[config.mk]
export PLATFORM = sky130hd
export DESIGN_NAME = gf2m_square_seq
export DESIGN_NICKNAME = d
export VERILOG_FILES = /design/src/rtl/gf2m_pkg.sv /design/src/rtl/gf2m_sqr_addr_gen.sv /design/src/rtl/gf2m_square_seq.sv
export SDC_FILE = /design/constraint.sdc
export NUM_CORES = 1
export LEC_CHECK = 0
export ABC_AREA = 1
export CAP_MARGIN = 10
export CORE_ASPECT_RATIO = 0.75
export CORE_MARGIN = 2
export CORE_UTILIZATION = 40
export CTS_CLUSTER_DIAMETER = 150
export DETAILED_ROUTE_END_ITERATION = 12
export GPL_TIMING_DRIVEN = 0
export PLACE_DENSITY = 0.67
export SETUP_SLACK_MARGIN = 0.4
export SLEW_MARGIN = 10
export SYNTH_ARGS = -nofsm -noshare
export SYNTH_HDL_FRONTEND = slang
export SYNTH_SLANG_ARGS = --single-unit
[constraint.sdc]
create_clock -name clk -period 2.7 [get_ports clk]
set_input_delay 0.54 -clock clk [delete_from_list [all_inputs] [get_ports clk]]
set_output_delay 0.54 -clock clk [all_outputs]
set_load 0.02 [all_outputs]
[src/rtl/gf2m_pkg.sv]
`default_nettype none
// ============================================================================
// Module  : gf2m_pkg
// Purpose : Shared definitions for the GF(2^m) squaring sequencer: command
//           code, FSM state encoding and the source word / half-word count
//           derivations.
// Ports   : none (package)
// Rev     : 1.0  initial release
// ============================================================================
package gf2m_pkg;

  localparam logic [3:0] CMD_SQR = 4'h2;

  typedef enum logic [2:0] {
    ST_IDLE  = 3'd0,
    ST_SETUP = 3'd1,
    ST_RD    = 3'd2,
    ST_WR    = 3'd3,
    ST_RED   = 3'd4,
    ST_DONE  = 3'd5
  } sqr_state_e;

  // Number of source words covering a degree-len polynomial.
  // lg_word is log2 of the word width (word width is a power of two).
  function automatic logic [31:0] calc_n(input logic [31:0] len, input int lg_word);
    return (len >> lg_word) + 32'd1;
  endfunction

  // Number of half-words; each source half-word expands to one full
  // destination word after squaring (bits are interleaved with zeros).
  function automatic logic [31:0] calc_h(input logic [31:0] len, input int lg_word);
    return (len >> (lg_word - 1)) + 32'd1;
  endfunction

endpackage
`default_nettype wire

[src/rtl/gf2m_sqr_addr_gen.sv]
`default_nettype none
// ============================================================================
// Module  : gf2m_sqr_addr_gen
// Purpose : Combinational address / bank-select generator. Given the current
//           half-word index (as word offset + odd flag) and the phase of the
//           sequencer, produces the source read address and half select and
//           the destination bank enables and addresses.
// Ports   : i_rd, i_wr        - sequencer is in the read / write phase
//           i_h_odd           - bit 0 of the half-word index h
//           i_word            - h >> 1, already wrapped to ADDR_W bits
//           i_src_base        - start_addr - N, latched at start
//           i_dst_base        - dst_addr, latched at start
//           o_addr_a, o_byte_pos_a       - source address / half select
//           o_w_c, o_addr_c, o_w_d, o_addr_d - bank C / D write port
// Rev     : 1.0  initial release
// ============================================================================
module gf2m_sqr_addr_gen #(
  parameter int ADDR_W = 3
) (
  input  logic              i_rd,
  input  logic              i_wr,
  input  logic              i_h_odd,
  input  logic [ADDR_W-1:0] i_word,
  input  logic [ADDR_W-1:0] i_src_base,
  input  logic [ADDR_W-1:0] i_dst_base,
  output logic [ADDR_W-1:0] o_addr_a,
  output logic              o_byte_pos_a,
  output logic              o_w_c,
  output logic [ADDR_W-1:0] o_addr_c,
  output logic              o_w_d,
  output logic [ADDR_W-1:0] o_addr_d
);

  logic [ADDR_W-1:0] w_src_addr;
  logic [ADDR_W-1:0] w_dst_addr;

  // Natural ADDR_W-bit wrap on both sums.
  assign w_src_addr = i_src_base + i_word;
  assign w_dst_addr = i_dst_base + i_word;

  // Addresses are forced to zero outside their active phase so the bus is
  // quiet in IDLE/SETUP/RED/DONE and after reset.
  assign o_addr_a     = i_rd ? w_src_addr : '0;
  assign o_byte_pos_a = i_rd & i_h_odd;

  // Even half-words land in bank C, odd ones in bank D.
  assign o_w_c    = i_wr & ~i_h_odd;
  assign o_w_d    = i_wr &  i_h_odd;
  assign o_addr_c = o_w_c ? w_dst_addr : '0;
  assign o_addr_d = o_w_d ? w_dst_addr : '0;

endmodule
`default_nettype wire

[src/rtl/gf2m_square_seq.sv]
`default_nettype none
// ============================================================================
// Module  : gf2m_square_seq
// Purpose : Sequencer for GF(2^m) polynomial squaring. Walks the source
//           polynomial half-word by half-word (read, then write to bank C for
//           even / bank D for odd half-words), optionally hands the result to
//           an external reducer and repeats.
// Config  : `define SQR_REPEAT_EN  - run max(rep_cnt,1) passes with a reducer
//           handshake (red_req / red_done) between passes. Without it a
//           single pass runs, rep_cnt/red_done are ignored, red_req is 0.
// Ports   : clk, rst (sync, active high)
//           command, start_addr, dst_addr, Data_len_Polynomial, rep_cnt
//           b_adbus_A, byte_pos_A        - source read port
//           b_w_C, b_adbus_C, b_w_D, b_adbus_D - destination banks
//           red_req / red_done           - reducer handshake
//           cmd_sqr (busy), interupt (completion pulse)
// Rev     : 1.0  initial release
// ============================================================================
module gf2m_square_seq #(
  parameter int ADDR_W = 3,
  parameter int LEN_W  = 10,
  parameter int WORD_W = 256,
  parameter int REP_W  = 4
) (
  input  logic              clk,
  input  logic              rst,
  input  logic [3:0]        command,
  input  logic [ADDR_W-1:0] start_addr,
  input  logic [ADDR_W-1:0] dst_addr,
  input  logic [LEN_W-1:0]  Data_len_Polynomial,
  input  logic [REP_W-1:0]  rep_cnt,
  output logic [ADDR_W-1:0] b_adbus_A,
  output logic              byte_pos_A,
  output logic              b_w_C,
  output logic [ADDR_W-1:0] b_adbus_C,
  output logic              b_w_D,
  output logic [ADDR_W-1:0] b_adbus_D,
  output logic              red_req,
  input  logic              red_done,
  output logic              cmd_sqr,
  output logic              interupt
);

  import gf2m_pkg::*;

  localparam int LG_W = $clog2(WORD_W);

  sqr_state_e        r_state;
  logic [ADDR_W-1:0] r_src_base;
  logic [ADDR_W-1:0] r_dst_base;
  logic [LEN_W-1:0]  r_h_last;   // H - 1
  logic [LEN_W-1:0]  r_h;        // current half-word index
  logic [ADDR_W-1:0] r_word;     // h >> 1, wrapped to the address width

  logic [ADDR_W-1:0] w_n;
  logic [LEN_W-1:0]  w_h_last;
  logic              w_last_half;

  assign w_n         = ADDR_W'(calc_n(32'(Data_len_Polynomial), LG_W));
  assign w_h_last    = LEN_W'(calc_h(32'(Data_len_Polynomial), LG_W) - 32'd1);
  assign w_last_half = (r_h == r_h_last);

`ifdef SQR_REPEAT_EN
  logic [REP_W-1:0] r_pass;
  logic [REP_W-1:0] r_pass_last;
  logic             r_red_req;
  logic [REP_W-1:0] w_pass_last;

  // rep_cnt of 0 runs a single pass, same as 1.
  assign w_pass_last = (rep_cnt == '0) ? '0 : rep_cnt - REP_W'(1);
  assign red_req     = r_red_req;
`else
  logic w_unused_rep;
  assign w_unused_rep = ^{rep_cnt, red_done};
  assign red_req      = 1'b0;
`endif

  always_ff @(posedge clk) begin
    if (rst) begin
      r_state    <= ST_IDLE;
      r_src_base <= '0;
      r_dst_base <= '0;
      r_h_last   <= '0;
      r_h        <= '0;
      r_word     <= '0;
`ifdef SQR_REPEAT_EN
      r_pass      <= '0;
      r_pass_last <= '0;
      r_red_req   <= 1'b0;
`endif
    end else begin
`ifdef SQR_REPEAT_EN
      r_red_req <= 1'b0;
`endif
      case (r_state)
        ST_IDLE: begin
          if (command == CMD_SQR) begin
            r_state    <= ST_SETUP;
            r_src_base <= start_addr - w_n;
            r_dst_base <= dst_addr;
            r_h_last   <= w_h_last;
            r_h        <= '0;
            r_word     <= '0;
`ifdef SQR_REPEAT_EN
            r_pass      <= '0;
            r_pass_last <= w_pass_last;
`endif
          end
        end
        ST_SETUP: r_state <= ST_RD;
        ST_RD:    r_state <= ST_WR;
        ST_WR: begin
          if (!w_last_half) begin
            r_h     <= r_h + LEN_W'(1);
            // Word offset advances after the high half of each word.
            if (r_h[0]) begin
              r_word <= r_word + ADDR_W'(1);
            end
            r_state <= ST_RD;
          end else begin
`ifdef SQR_REPEAT_EN
            if (r_pass != r_pass_last) begin
              r_pass    <= r_pass + REP_W'(1);
              r_h       <= '0;
              r_word    <= '0;
              r_red_req <= 1'b1;
              r_state   <= ST_RED;
            end else begin
              r_state <= ST_DONE;
            end
`else
            r_state <= ST_DONE;
`endif
          end
        end
        ST_RED: begin
          // Only reachable with repeat enabled; red_done is looked at here
          // and nowhere else.
          if (red_done) begin
            r_state <= ST_RD;
          end
        end
        ST_DONE: r_state <= ST_IDLE;
        default: r_state <= ST_IDLE;
      endcase
    end
  end

  assign cmd_sqr  = (r_state != ST_IDLE);
  assign interupt = (r_state == ST_DONE);

  gf2m_sqr_addr_gen #(
    .ADDR_W (ADDR_W)
  ) u_addr_gen (
    .i_rd         (r_state == ST_RD),
    .i_wr         (r_state == ST_WR),
    .i_h_odd      (r_h[0]),
    .i_word       (r_word),
    .i_src_base   (r_src_base),
    .i_dst_base   (r_dst_base),
    .o_addr_a     (b_adbus_A),
    .o_byte_pos_a (byte_pos_A),
    .o_w_c        (b_w_C),
    .o_addr_c     (b_adbus_C),
    .o_w_d        (b_w_D),
    .o_addr_d     (b_adbus_D)
  );

endmodule
`default_nettype wire

==> results of run 1 <==
## cell usage after synthesis
master / count / area (um^2)
sky130_fd_sc_hd__nand2_1: 39 / 146
sky130_fd_sc_hd__nor2_1: 34 / 128
sky130_fd_sc_hd__inv_1: 28 / 105
sky130_fd_sc_hd__dfxtp_1: 25 / 500
sky130_fd_sc_hd__a21oi_1: 19 / 95.1
sky130_fd_sc_hd__nand3_1: 18 / 90.1
sky130_fd_sc_hd__o21ai_0: 10 / 50.1
sky130_fd_sc_hd__ha_1: 5 / 62.6
sky130_fd_sc_hd__xnor2_1: 5 / 43.8
sky130_fd_sc_hd__xor2_1: 4 / 35.0
sky130_fd_sc_hd__fa_1: 3 / 60.1
sky130_fd_sc_hd__nand3b_1: 3 / 22.5
sky130_fd_sc_hd__nand4_1: 3 / 18.8
sky130_fd_sc_hd__nor2_2: 3 / 18.8
sky130_fd_sc_hd__buf_2: 2 / 10.0
sky130_fd_sc_hd__buf_6: 2 / 22.5
sky130_fd_sc_hd__clkbuf_1: 2 / 7.51
sky130_fd_sc_hd__inv_2: 2 / 7.51
sky130_fd_sc_hd__o21bai_1: 2 / 15.0
sky130_fd_sc_hd__a211oi_1: 1 / 7.51
sky130_fd_sc_hd__buf_4: 1 / 7.51
sky130_fd_sc_hd__conb_1: 1 / 3.75
sky130_fd_sc_hd__nand2_2: 1 / 6.26
sky130_fd_sc_hd__nand3_2: 1 / 10.0
sky130_fd_sc_hd__nor3_1: 1 / 5.00
sky130_fd_sc_hd__nor3b_1: 1 / 7.51
sky130_fd_sc_hd__or2_2: 1 / 6.26
## state kept, by name, indices dropped and copies added, names as in the netlist
name and flops:
r_word 3, r_h 10, r_h_last 3, r_src_base 3, r_state 3, r_dst_base 3
## stage by stage
step	setup WS [ns]	cells	total power, W
floorplan	0.628	217	0.000431
global placement	0.300	297	0.000463
detailed placement	0.284	297	0.000464
CTS	0.326	301	0.000684
global route	0.381	302	0.000708
finish	0.449	302	0.000679
## report_power, final
group	switching [W]	leakage, nW	total (W)	internal (W)
Sequential	0.00000468	0.203	0.000379	0.000374
Combinational	0.0000390	0.579	0.0000760	0.0000370
Clock	0.000121	0.0255	0.000224	0.000103
Total	0.000165	0.808	0.000679	0.000514
## per-layer routing
metal  vias to the layer above  global-route usage, %
li1                        749                      -
met1                       668                   27.4
met2                        41                   22.1
met3                         2                   4.67
met4                         0                   3.83
met5                         -                      0
## worst reg2reg max path: stages (launching register included)
cell	delay, ns
sky130_fd_sc_hd__dfxtp_1	0.49
sky130_fd_sc_hd__ha_1	0.23
sky130_fd_sc_hd__nand2_1	0.09
sky130_fd_sc_hd__nor2_1	0.23
sky130_fd_sc_hd__nand3_1	0.14
sky130_fd_sc_hd__xor2_1	0.15
sky130_fd_sc_hd__nand2_1	0.06
sky130_fd_sc_hd__a21oi_1	0.13
## cell type report
type | count | share of cell area, %
timing repair buffer | 29 | 13.8
buffer | 7 | 2.53
tap | 52 | 3.46
clock buffer | 3 | 2.20
inverter | 30 | 5.99
sequential | 25 | 26.9
clock inverter | 1 | 0.266
multi-input combinational | 155 | 44.9
## cell families (layout without fill, tap and decap cells)
kind of cell,Yosys count,after routing,share of synthesized area [%]
and+or+nand+nor,105,105,30.8
buffers and inverters,37,70,10.7
AOI/OAI and AO/OA,32,32,11.2
DFF,25,25,33.5
xor gates and xnor gates,9,9,5.28
adders and majority gates,8,8,8.21
other,1,1,0.251
## worst min-delay path by stage
stage                                         from                        to  cells after the start
after global placement    r_h_last[2]$_SDFFE_PP0P_  r_h_last[2]$_SDFFE_PP0P_                      2
final                     r_h_last[2]$_SDFFE_PP0P_  r_h_last[2]$_SDFFE_PP0P_                      2
after CTS                 r_h_last[2]$_SDFFE_PP0P_  r_h_last[2]$_SDFFE_PP0P_                      2
after global routing      r_h_last[0]$_SDFFE_PP0P_  r_h_last[0]$_SDFFE_PP0P_                      2
after detailed placement  r_h_last[2]$_SDFFE_PP0P_  r_h_last[2]$_SDFFE_PP0P_                      2
after floorplan           r_h_last[0]$_SDFFE_PP0P_  r_h_last[0]$_SDFFE_PP0P_                      2
## timing repair
action                                  in CTS  in global routing
hold buffers                                 0                  0
endpoints found under the setup margin      10                  9
cloned                                       0                  0
pin swaps                                    0                  1
hold endpoints to repair                     0                  0
buffers inserted                             0                  1
gates resized for setup                     17                 16
==> Implementation_results.wiki, run 1 <==
{| class="wikitable"
! Metric !! Value
|-
| Syn-to-layout area delta || 26.0%
|-
| Register-to-register path setup slack || 1.12 ns
|-
| Peak per-stage delay on the critical path || 0.41 ns
|-
| Total congestion overflow after global routing || 0
|-
| Routed met2 length || 1.37 mm
|-
| Drc violations || 0
|-
| Final weighted congestion in routability-driven placement || 0.838
|-
| Critical Path Source Type || flop
|-
| Buffer type at the clock tree root || sky130_fd_sc_hd__clkbuf_8
|-
| Core utilization of the finished layout || 52.0%
|-
| Placed inst area || 1840 um^2
|-
| Post-synthesis area per instance || 6.88 um^2
|-
| Floorplan die area || 4240 um^2
|-
| Met3 wire len || 208 um
|-
| Area of the multi-input gates || between 800 and 900 um^2
|-
| Top layer reached by signal wires || met4
|-
| FILL cells || 390
|-
| Run status || complete, no violations
|-
| Dpl hpwl || roughly 2.5 mm
|-
| Number of setup violations in the final report || 0
|-
| Cell with the largest stage delay on the worst path || sky130_fd_sc_hd__fa_1
|-
| Lkg Pwr || 0.808 nW
|-
| Number of placement rows || 19
|-
| Initial antenna violation count || 0
|-
| First-iteration detailed-routing DRC count || between 70 and 80
|-
| Clock H-tree levels || 1
|-
| Fin crit period || approximately 2.3 ns
|-
| Net count reported at finish || 286
|-
| Combined buffer and inverter count along the critical path || 2
|-
| Part of the Yosys area used for sequential elements || 33.5%
|-
| Total clock sinks || 25
|-
| Final slew viol count || 0
|-
| Antenna diodes || 0
|-
| Via count of the routed design || 1460
|-
| Number of nets in the synthesized netlist || between 200 and 300
|-
| TritonCTS clock tree || yes
|-
| End point of the critical path || b_adbus_C[2]
|-
| Layout Cell Area excl Fill || ~1900 um^2
|-
| Number of cells on the critical path || 6
|-
| Sum of routed wire length over all layers || 3.45 mm
|-
| Gate family responsible for the most delay along the worst path || adder cells
|-
| Worst-path maximum fanout || 5
|-
| FMAX || 444 MHz
|-
| Die Wd || 74.5 um
|-
| Area of all sequential standard cells || 505 um^2
|-
| Setup TNS Final || 0 ns
|-
| Via/cell ratio || 4.83
|-
| Number of distinct library cell variants in the gate-level netlist after synthesis || 27
|-
| Total global-route track usage || 17.0%
|-
| Clock slew at the register clock pins of the worst setup and hold paths || around 0.090 ns
|-
| Max clock buf depth || 2
|-
| Number of buffers added on ports || 28
|-
| Critical path class || reg2out
|-
| Most common cell after layout, fill and taps aside || sky130_fd_sc_hd__nand2_1
|-
| Crit-path cells || ha_1 > inv_1 > fa_1 > xnor2_2 > nor2_1 > clkbuf_2
|-
| Source-to-sink clock delay at the later pin of the worst-skew pair || ~0.27 ns
|-
| Post-synthesis cell area || 1490 um^2
|-
| Detailed-route wire length on metal 1 || 1.85 mm
|-
| Startpoint of the worst-slack reg-to-reg timing path || r_h[0]$_SDFFE_PP0P_
|-
| Die extent in y || approximately 57 um
|-
| RSZ-0062 raised after global routing || yes
|-
| Largest net degree at the start of global routing || 15
|-
| Clock buffers created by TritonCTS || 3
|-
| Area of the placeable core || 3610 um^2
|-
| Per-cell routed wire length || 11.4 um
|-
| Worst min path class || reg2reg
|-
| Global-route wire length before repair || 5.55 mm
|-
| Power per standard cell area || 361 nW/um^2
|-
| Number of global-route vias before repair || 1196
|-
| Data arrival, critical path || 1.71 ns
|-
| Required time worst endpoint || between 2 and 2.5 ns
|-
| Final hold slack || 0.476 ns
|-
| Number of primary I/O pins || between 40 and 50
|-
| Reg-to-reg critical path endpoint || r_h[8]$_SDFFE_PP0P_
|-
| Starting density of the core || about two fifths
|-
| Share of post-route cells with drive strength above 1 || 10.8%
|-
| Worst setup path startpoint || r_word[0]$_SDFFE_PP0P_
|-
| Max IR drop VDD || 0.000239 V
|-
| Worst clock skew || ~0.0063 ns
|-
| Length in cells of the worst reg-to-reg path || 7
|-
| Commonest cells after routing, fill and taps aside || sky130_fd_sc_hd__nand2_1, sky130_fd_sc_hd__nor2_1, sky130_fd_sc_hd__inv_1
|-
| Initial DRT Pass Iterations || 4
|-
| Critical Path Sink Type || output port
|-
| Remaining antenna violation count after routing || 0
|-
| Synthesized instance count || ~220
|-
| Hold Violations, Final || 0
|-
| Max-cap violation count || 0
|-
| Number of synthesized register bits || 25
|-
| Period utilization || 83.4%
|-
| Synthesis Warnings || 0
|}
Note: power is estimated with default switching activity, not from simulation.
==> run 2: changes to the inputs <==
==> constraint.sdc (replaced) <==
create_clock -name clk -period 2.15 [get_ports clk]
set_input_delay 0.43 -clock clk [delete_from_list [all_inputs] [get_ports clk]]
set_output_delay 0.43 -clock clk [all_outputs]
set_load 0.02 [all_outputs]
==> run 2 against run 1 <==
Effect of this change: count of clock-buffer cells in the layout unchanged; total power grew 26%; worst setup slack got worse by 0.30 ns; combinational power up 27%; global-route usage is 1.0 points higher; critical path type unchanged; routed wire length grew 1.4%; worst hold slack lost 0.0016 ns; via count decreased by 2.9%; final area rose by 5.9%.
==> Implementation_results.wiki, run 2 (synthesis results as in run 1) <==
{| class="wikitable"
! Metric !! Value
|-
| Run status || complete, no violations
|-
| Net count reported at finish || 289
|-
| Number of setup violations in the final report || 0
|-
| Antenna diodes || 0
|-
| Total congestion overflow after global routing || 0
|-
| Register-to-register path setup slack || slightly above 0.6 ns
|-
| Required time worst endpoint || 1.72 ns
|-
| Die extent in y || roughly 57 um
|-
| Initial antenna violation count || 0
|-
| Dpl hpwl || 2.56 mm
|-
| FMAX || between 500 and 600 MHz
|-
| Number of placement rows || 19
|-
| Max-cap violation count || 0
|-
| Net switching power || 0.000208 W
|-
| Power per standard cell area || 428 nW/um^2
|-
| Via count of the routed design || 1418
|-
| Floorplan die area || 4240 um^2
|-
| Largest reg by FF count || r_h
|-
| Number of primary I/O pins || 42
|-
| TritonCTS clock tree || yes
|-
| Most common cell after layout, fill and taps aside || sky130_fd_sc_hd__nand2_1
|-
| Detailed-route wire length on metal 1 || around 1.9 mm
|-
| Final weighted congestion in routability-driven placement || 0.811
|-
| Largest net degree at the start of global routing || 15
|-
| Hold Violations, Final || 0
|-
| Worst-path maximum fanout || 5
|-
| Remaining antenna violation count after routing || 0
|-
| Peak per-stage delay on the critical path || 0.39 ns
|-
| Max clock buf depth || 2
|-
| Data arrival, critical path || 1.57 ns
|-
| Commonest cells after routing, fill and taps aside || sky130_fd_sc_hd__nand2_1, sky130_fd_sc_hd__nor2_1, sky130_fd_sc_hd__inv_1
|-
| Top layer reached by signal wires || met4
|-
| Starting density of the core || 41.3%
|-
| Met3 wire len || 151 um
|-
| Clock slew at the register clock pins of the worst setup and hold paths || roughly 0.09 ns
|-
| Final slew viol count || 0
|-
| Worst min path class || reg2reg
|-
| Clock buffers created by TritonCTS || 3
|-
| Via/cell ratio || 4.65
|-
| Number of global-route vias before repair || 1312
|-
| Syn-to-layout area delta || 33.4%
|-
| Fin crit period || 2.00 ns
|-
| Buffer type at the clock tree root || sky130_fd_sc_hd__clkbuf_8
|-
| Critical Path Source Type || flop
|-
| Core utilization of the finished layout || between 50% and 60%
|-
| Max IR drop VDD || approximately 0.00022 V
|-
| Max reg flops || 10
|-
| Clock H-tree levels || 1
|-
| Logic pwr share || 11.4%
|-
| Total clock sinks || 25
|-
| Drc violations || 0
|-
| Routed met2 length || 1.45 mm
|-
| Worst clock skew || 0.00522 ns
|-
| FILL cells || 370
|-
| Source-to-sink clock delay at the later pin of the worst-skew pair || 0.27 ns
|-
| RSZ-0062 raised after global routing || yes
|-
| Cell with the largest stage delay on the worst path || sky130_fd_sc_hd__dfxtp_4
|-
| Non-filler cells, final || 305
|-
| Clock network power share || 32.9%
|-
| Per-cell routed wire length || 11.5 um
|-
| Critical path class || reg2out
|-
| First-iteration detailed-routing DRC count || 46
|-
| Number of buffers added on ports || 28
|-
| Power share of the sequential group || 55.8%
|-
| Lkg Pwr || 0.830 nW
|-
| Initial DRT Pass Iterations || 5
|-
| Crit-path cells || ha_1 > inv_1 > fa_2 > xnor2_2 > nor2_2 > buf_6
|-
| Switching portion of total power || 24.3%
|-
| Area of the placeable core || 3610 um^2
|-
| Post-placement cell count || 297
|-
| Period utilization || between 90 and 100%
|-
| Global-route wire length before repair || 5.97 mm
|-
| Sum of routed wire length over all layers || 3.50 mm
|-
| P_int || 0.000645 W
|-
| Number of hold buffers added after CTS || 0
|-
| Total global-route track usage || 18.1%
|-
| Die Wd || 74.5 um
|-
| Share of post-route cells with drive strength above 1 || 23.7%
|-
| Critical Path Sink Type || output port
|}
## run 2: cell types whose count changed in the layout (fill, tap and decap cells not counted), moves of 3 or more
cell                            previous run  this run
sky130_fd_sc_hd__dfxtp_1                  23        19
sky130_fd_sc_hd__nor2_2                    2         8
sky130_fd_sc_hd__inv_2                     2         6
sky130_fd_sc_hd__inv_1                    28        24
sky130_fd_sc_hd__dlygate4sd2_1             3         0
sky130_fd_sc_hd__buf_6                     2         7
sky130_fd_sc_hd__nor2_1                   34        27
sky130_fd_sc_hd__buf_4                     2         8
## run 2: final cells by class
| class | instances | area (um^2) | area share [%] |
|---|---|---|---|
| multi-input cells | 155 | 920 | 46.2 |
| flip-flops and latches | 25 | 515 | 25.9 |
| repair buffers | 32 | 285 | 14.3 |
| inverters | 30 | 113 | 5.65 |
| well taps | 52 | 65.1 | 3.27 |
| plain buffers | 7 | 47.5 | 2.39 |
| clock buffers | 3 | 41.3 | 2.07 |
| clock inverters | 1 | 5.00 | 0.251 |
## run 2: path summary, 6_finish.rpt
path,from,end,cells after the start
worst max-delay path,r_word[0]$_SDFFE_PP0P_,b_adbus_A[2],6
worst max register to register,r_h[0]$_SDFFE_PP0P_,r_h[8]$_SDFFE_PP0P_,7
worst min-delay path,r_h_last[2]$_SDFFE_PP0P_,r_h_last[2]$_SDFFE_PP0P_,2
worst min register to register,r_h_last[2]$_SDFFE_PP0P_,r_h_last[2]$_SDFFE_PP0P_,2
## run 2: power by group through the flow
stage	combinational [W]	sequential, W	clock (W)
2_1_floorplan	0.0000550	0.000486	0
3_3_place_gp	0.0000945	0.000488	0
3_5_place_dp	0.0000951	0.000488	0
6_report	0.0000968	0.000476	0.000280
5_1_grt	0.000110	0.000477	0.000309
4_1_cts	0.0000968	0.000477	0.000288
## run 2: worst max-delay path: cells and delay by family (launching register included)
family / cells / cell delay [ns]
XOR/XNOR: 1 / 0.15
buffers and inverters: 2 / 0.17
adder cells (fa/ha/maj): 2 / 0.50
flip-flops: 1 / 0.39
AND/OR/NAND/NOR: 1 / 0.10
## run 2: repair_timing
item | CTS | global route
buffers inserted | 4 | 0
endpoints found under the setup margin | 14 | 16
resized for setup | 76 | 19
pin swaps | 7 | 5
## run 2: routing by layer
| layer | up-vias | global-route usage [%] |
|---|---|---|
| met5 | - | 0 |
| met4 | 0 | 4.59 |
| met3 | 4 | 3.23 |
| met2 | 31 | 26.3 |
| met1 | 623 | 27.4 |
| li1 | 760 | - |
## run 2: through the flow
stage          TNS, ns  hold WS, ns  instance area [um^2]  setup WS [ns]  total power, W
2_1_floorplan        0        0.444                  1510          0.354        0.000541
4_1_cts              0        0.477                  1970          0.139        0.000862
3_5_place_dp    -0.828        0.465                  1850         -0.157        0.000583
5_1_grt              0        0.492                  1990         0.0957        0.000896
3_3_place_gp    -0.768        0.461                  1850         -0.158        0.000582
6_report             0        0.475                  1990          0.152        0.000853
==> run 3: changes to the inputs <==
--- a/config.mk
+++ b/config.mk
@@ -13,7 +13,7 @@
 export CTS_CLUSTER_DIAMETER = 150
 export DETAILED_ROUTE_END_ITERATION = 12
 export GPL_TIMING_DRIVEN = 0
-export PLACE_DENSITY = 0.67
+export PLACE_DENSITY = 0.74
 export SETUP_SLACK_MARGIN = 0.4
 export SLEW_MARGIN = 10
 export SYNTH_ARGS = -nofsm -noshare
==> constraint.sdc (replaced) <==
create_clock -name clk -period 1.8 [get_ports clk]
set_input_delay 0.36 -clock clk [delete_from_list [all_inputs] [get_ports clk]]
set_output_delay 0.36 -clock clk [all_outputs]
set_load 0.02 [all_outputs]
==> run 3 against run 2 <==
Effect of this change: the run now ends with setup timing left; global-route usage grew 1.2 points; worst setup slack lost 0.31 ns; non-clock buffer count grew 16; final area grew 20%; critical endpoint is now b_adbus_C[2].
==> Implementation_results.wiki, run 3 (synthesis results as in run 1) <==
{| class="wikitable"
! Metric !! Value
|-
| Net count reported at finish || 305
|-
| Global-route wire length before repair || 6.31 mm
|-
| Number of primary I/O pins || 42
|-
| Required time worst endpoint || roughly 1.4 ns
|-
| Clock slew at the register clock pins of the worst setup and hold paths || 0.09 ns
|-
| Largest reg by FF count || r_h
|-
| Lkg Pwr || 0.941 nW
|-
| Starting density of the core || between 40 and 50%
|-
| Failing checks || setup timing
|-
| Register-to-register path setup slack || 0.36 ns
|-
| Remaining antenna violation count after routing || 0
|-
| Worst-case setup margin in the final layout || -0.163 ns
|-
| Dpl hpwl || 2.59 mm
|-
| Most common cell after layout, fill and taps aside || sky130_fd_sc_hd__nand2_1
|-
| Floorplan die area || roughly 4200 um^2
|-
| First-iteration detailed-routing DRC count || 61
|-
| Via/cell ratio || slightly below 5
|-
| Max clock buf depth || 2
|-
| Clock H-tree levels || 1
|-
| Die Wd || 74.5 um
|-
| Placed inst area || 1930 um^2
|-
| Number of setup violations in the final report || 6
|-
| Area of the placeable core || roughly 3600 um^2
|-
| Number of hold buffers added after CTS || 0
|-
| Critical Path Sink Type || output port
|-
| Total congestion overflow after global routing || 0
|-
| Critical Path Source Type || flop
|-
| Worst min path class || in2reg
|-
| Die extent in y || 56.9 um
|-
| Initial antenna violation count || 0
|-
| Drc violations || 0
|-
| Max IR drop VDD || between 0.0002 and 0.0003 V
|-
| Via count of the routed design || 1591
|-
| Worst-path maximum fanout || 3
|-
| Commonest cells after routing, fill and taps aside || sky130_fd_sc_hd__nand2_1, sky130_fd_sc_hd__buf_6, sky130_fd_sc_hd__inv_1, sky130_fd_sc_hd__nor2_1
|-
| Initial DRT Pass Iterations || 4
|-
| Per-cell routed wire length || between 10 and 15 um
|-
| Max reg flops || 10
|-
| Data arrival, critical path || between 1.5 and 2 ns
|-
| Final weighted congestion in routability-driven placement || 0.824
|-
| Non-filler cells, final || 321
|-
| Buffer type at the clock tree root || sky130_fd_sc_hd__clkbuf_8
|-
| Headroom to the max-slew limit || 61.3%
|-
| Total global-route track usage || 19.2%
|-
| Final hold slack || 0.439 ns
|-
| Share of post-route cells with drive strength above 1 || 40.9%
|-
| Run status || complete, but fails checks
|-
| Fin crit period || just under 2 ns
|-
| Sum of routed wire length over all layers || 4.23 mm
|-
| Largest net degree at the start of global routing || 15
|-
| FMAX || 509 MHz
|-
| Number of global-route vias before repair || 1380
|-
| Source-to-sink clock delay at the later pin of the worst-skew pair || 0.28 ns
|-
| Layout Cell Area excl Fill || 2400 um^2
|-
| Period utilization || 109%
|-
| Antenna diodes || 0
|-
| RSZ-0062 raised after global routing || yes
|-
| TritonCTS clock tree || yes
|-
| Setup TNS Final || -0.833 ns
|-
| Hold Violations, Final || 0
|-
| Transition at the pin with the smallest max-transition slack || 0.581 ns
|-
| Syn-to-layout area delta || 60.6%
|-
| Final slew viol count || 0
|-
| Clock buffers created by TritonCTS || 3
|-
| Worst clock skew || 0.00393 ns
|-
| Number of placement rows || 19
|-
| Power per standard cell area || 443 nW/um^2
|-
| Critical path class || reg2out
|-
| Total clock sinks || 25
|-
| Number of buffers added on ports || 28
|-
| Post-placement cell count || 297
|-
| Max-cap violation count || 0
|}
## run 3: cell types whose count changed in the layout (fill, tap and decap cells not counted), sizes merged
cell | before | now
dlygate4sd2 | 0 | 3
buf | 20 | 39
clkdlybuf4s50 | 14 | 11
clkdlybuf4s15 | 1 | 0
clkbuf | 7 | 5
## run 3: metal layers
layer  vias to the layer above  track usage, %  routed length [um]
li1                        791               -                   -
met1                       730            27.7                1800
met2                        62            30.0                2060
met3                         8            4.85                 299
met4                         0            2.30                  70
met5                         -               0                   0
## run 3: stage by stage
stage / power, W / util, % / setup WS (ns)
3_3_place_gp: 0.000700 / 53.5 / -0.367
3_5_place_dp: 0.000701 / 53.5 / -0.374
4_1_cts: 0.00104 / 60.8 / -0.161
2_1_floorplan: 0.000652 / - / 0.225
5_1_grt: 0.00111 / 66.3 / -0.216
6_report: 0.00106 / 66.3 / -0.163
## run 3: area by class of cell
type	count	area [um^2]
Fill cell	304	1220
Multi-Input combinational cell	155	1110
Sequential cell	25	523
Timing Repair Buffer	48	460
Inverter	30	128
Tap cell	52	65.1
Buffer	7	63.8
Clock buffer	3	41.3
Clock inverter	1	5.00
## run 3: critical path, cell delays in order (launching register included)
cell and delay, ns:
sky130_fd_sc_hd__dfxtp_4 0.39, sky130_fd_sc_hd__ha_4 0.13, sky130_fd_sc_hd__inv_2 0.03, sky130_fd_sc_hd__fa_2 0.37
sky130_fd_sc_hd__xnor2_4 0.16, sky130_fd_sc_hd__nor2_4 0.13, sky130_fd_sc_hd__buf_6 0.12
## run 3: timing repair
| action | CTS | global route |
|---|---|---|
| buffers inserted | 10 | 8 |
| resized for setup | 129 | 39 |
| endpoints found under the setup margin | 35 | 39 |
| pin swaps | 11 | 12 |
| gates cloned | 0 | 2 |
## run 3: path summary, 6_finish.rpt
path,to,cells past startpoint,from
max,b_adbus_C[2],6,r_word[0]$_SDFFE_PP0P_
min,r_word[1]$_SDFFE_PP0P_,2,rst
max reg2reg,r_word[0]$_SDFFE_PP0P_,8,r_h[0]$_SDFFE_PP0P_
min reg2reg,r_h_last[2]$_SDFFE_PP0P_,2,r_h_last[2]$_SDFFE_PP0P_
## run 3: power breakdown
group | internal (W) | leakage [nW] | switching (W) | total (W)
Combinational | 0.0000732 | 0.708 | 0.0000796 | 0.000153
Clock | 0.000155 | 0.0255 | 0.000185 | 0.000340
Sequential | 0.000558 | 0.208 | 0.0000115 | 0.000570
Total | 0.000787 | 0.941 | 0.000276 | 0.00106
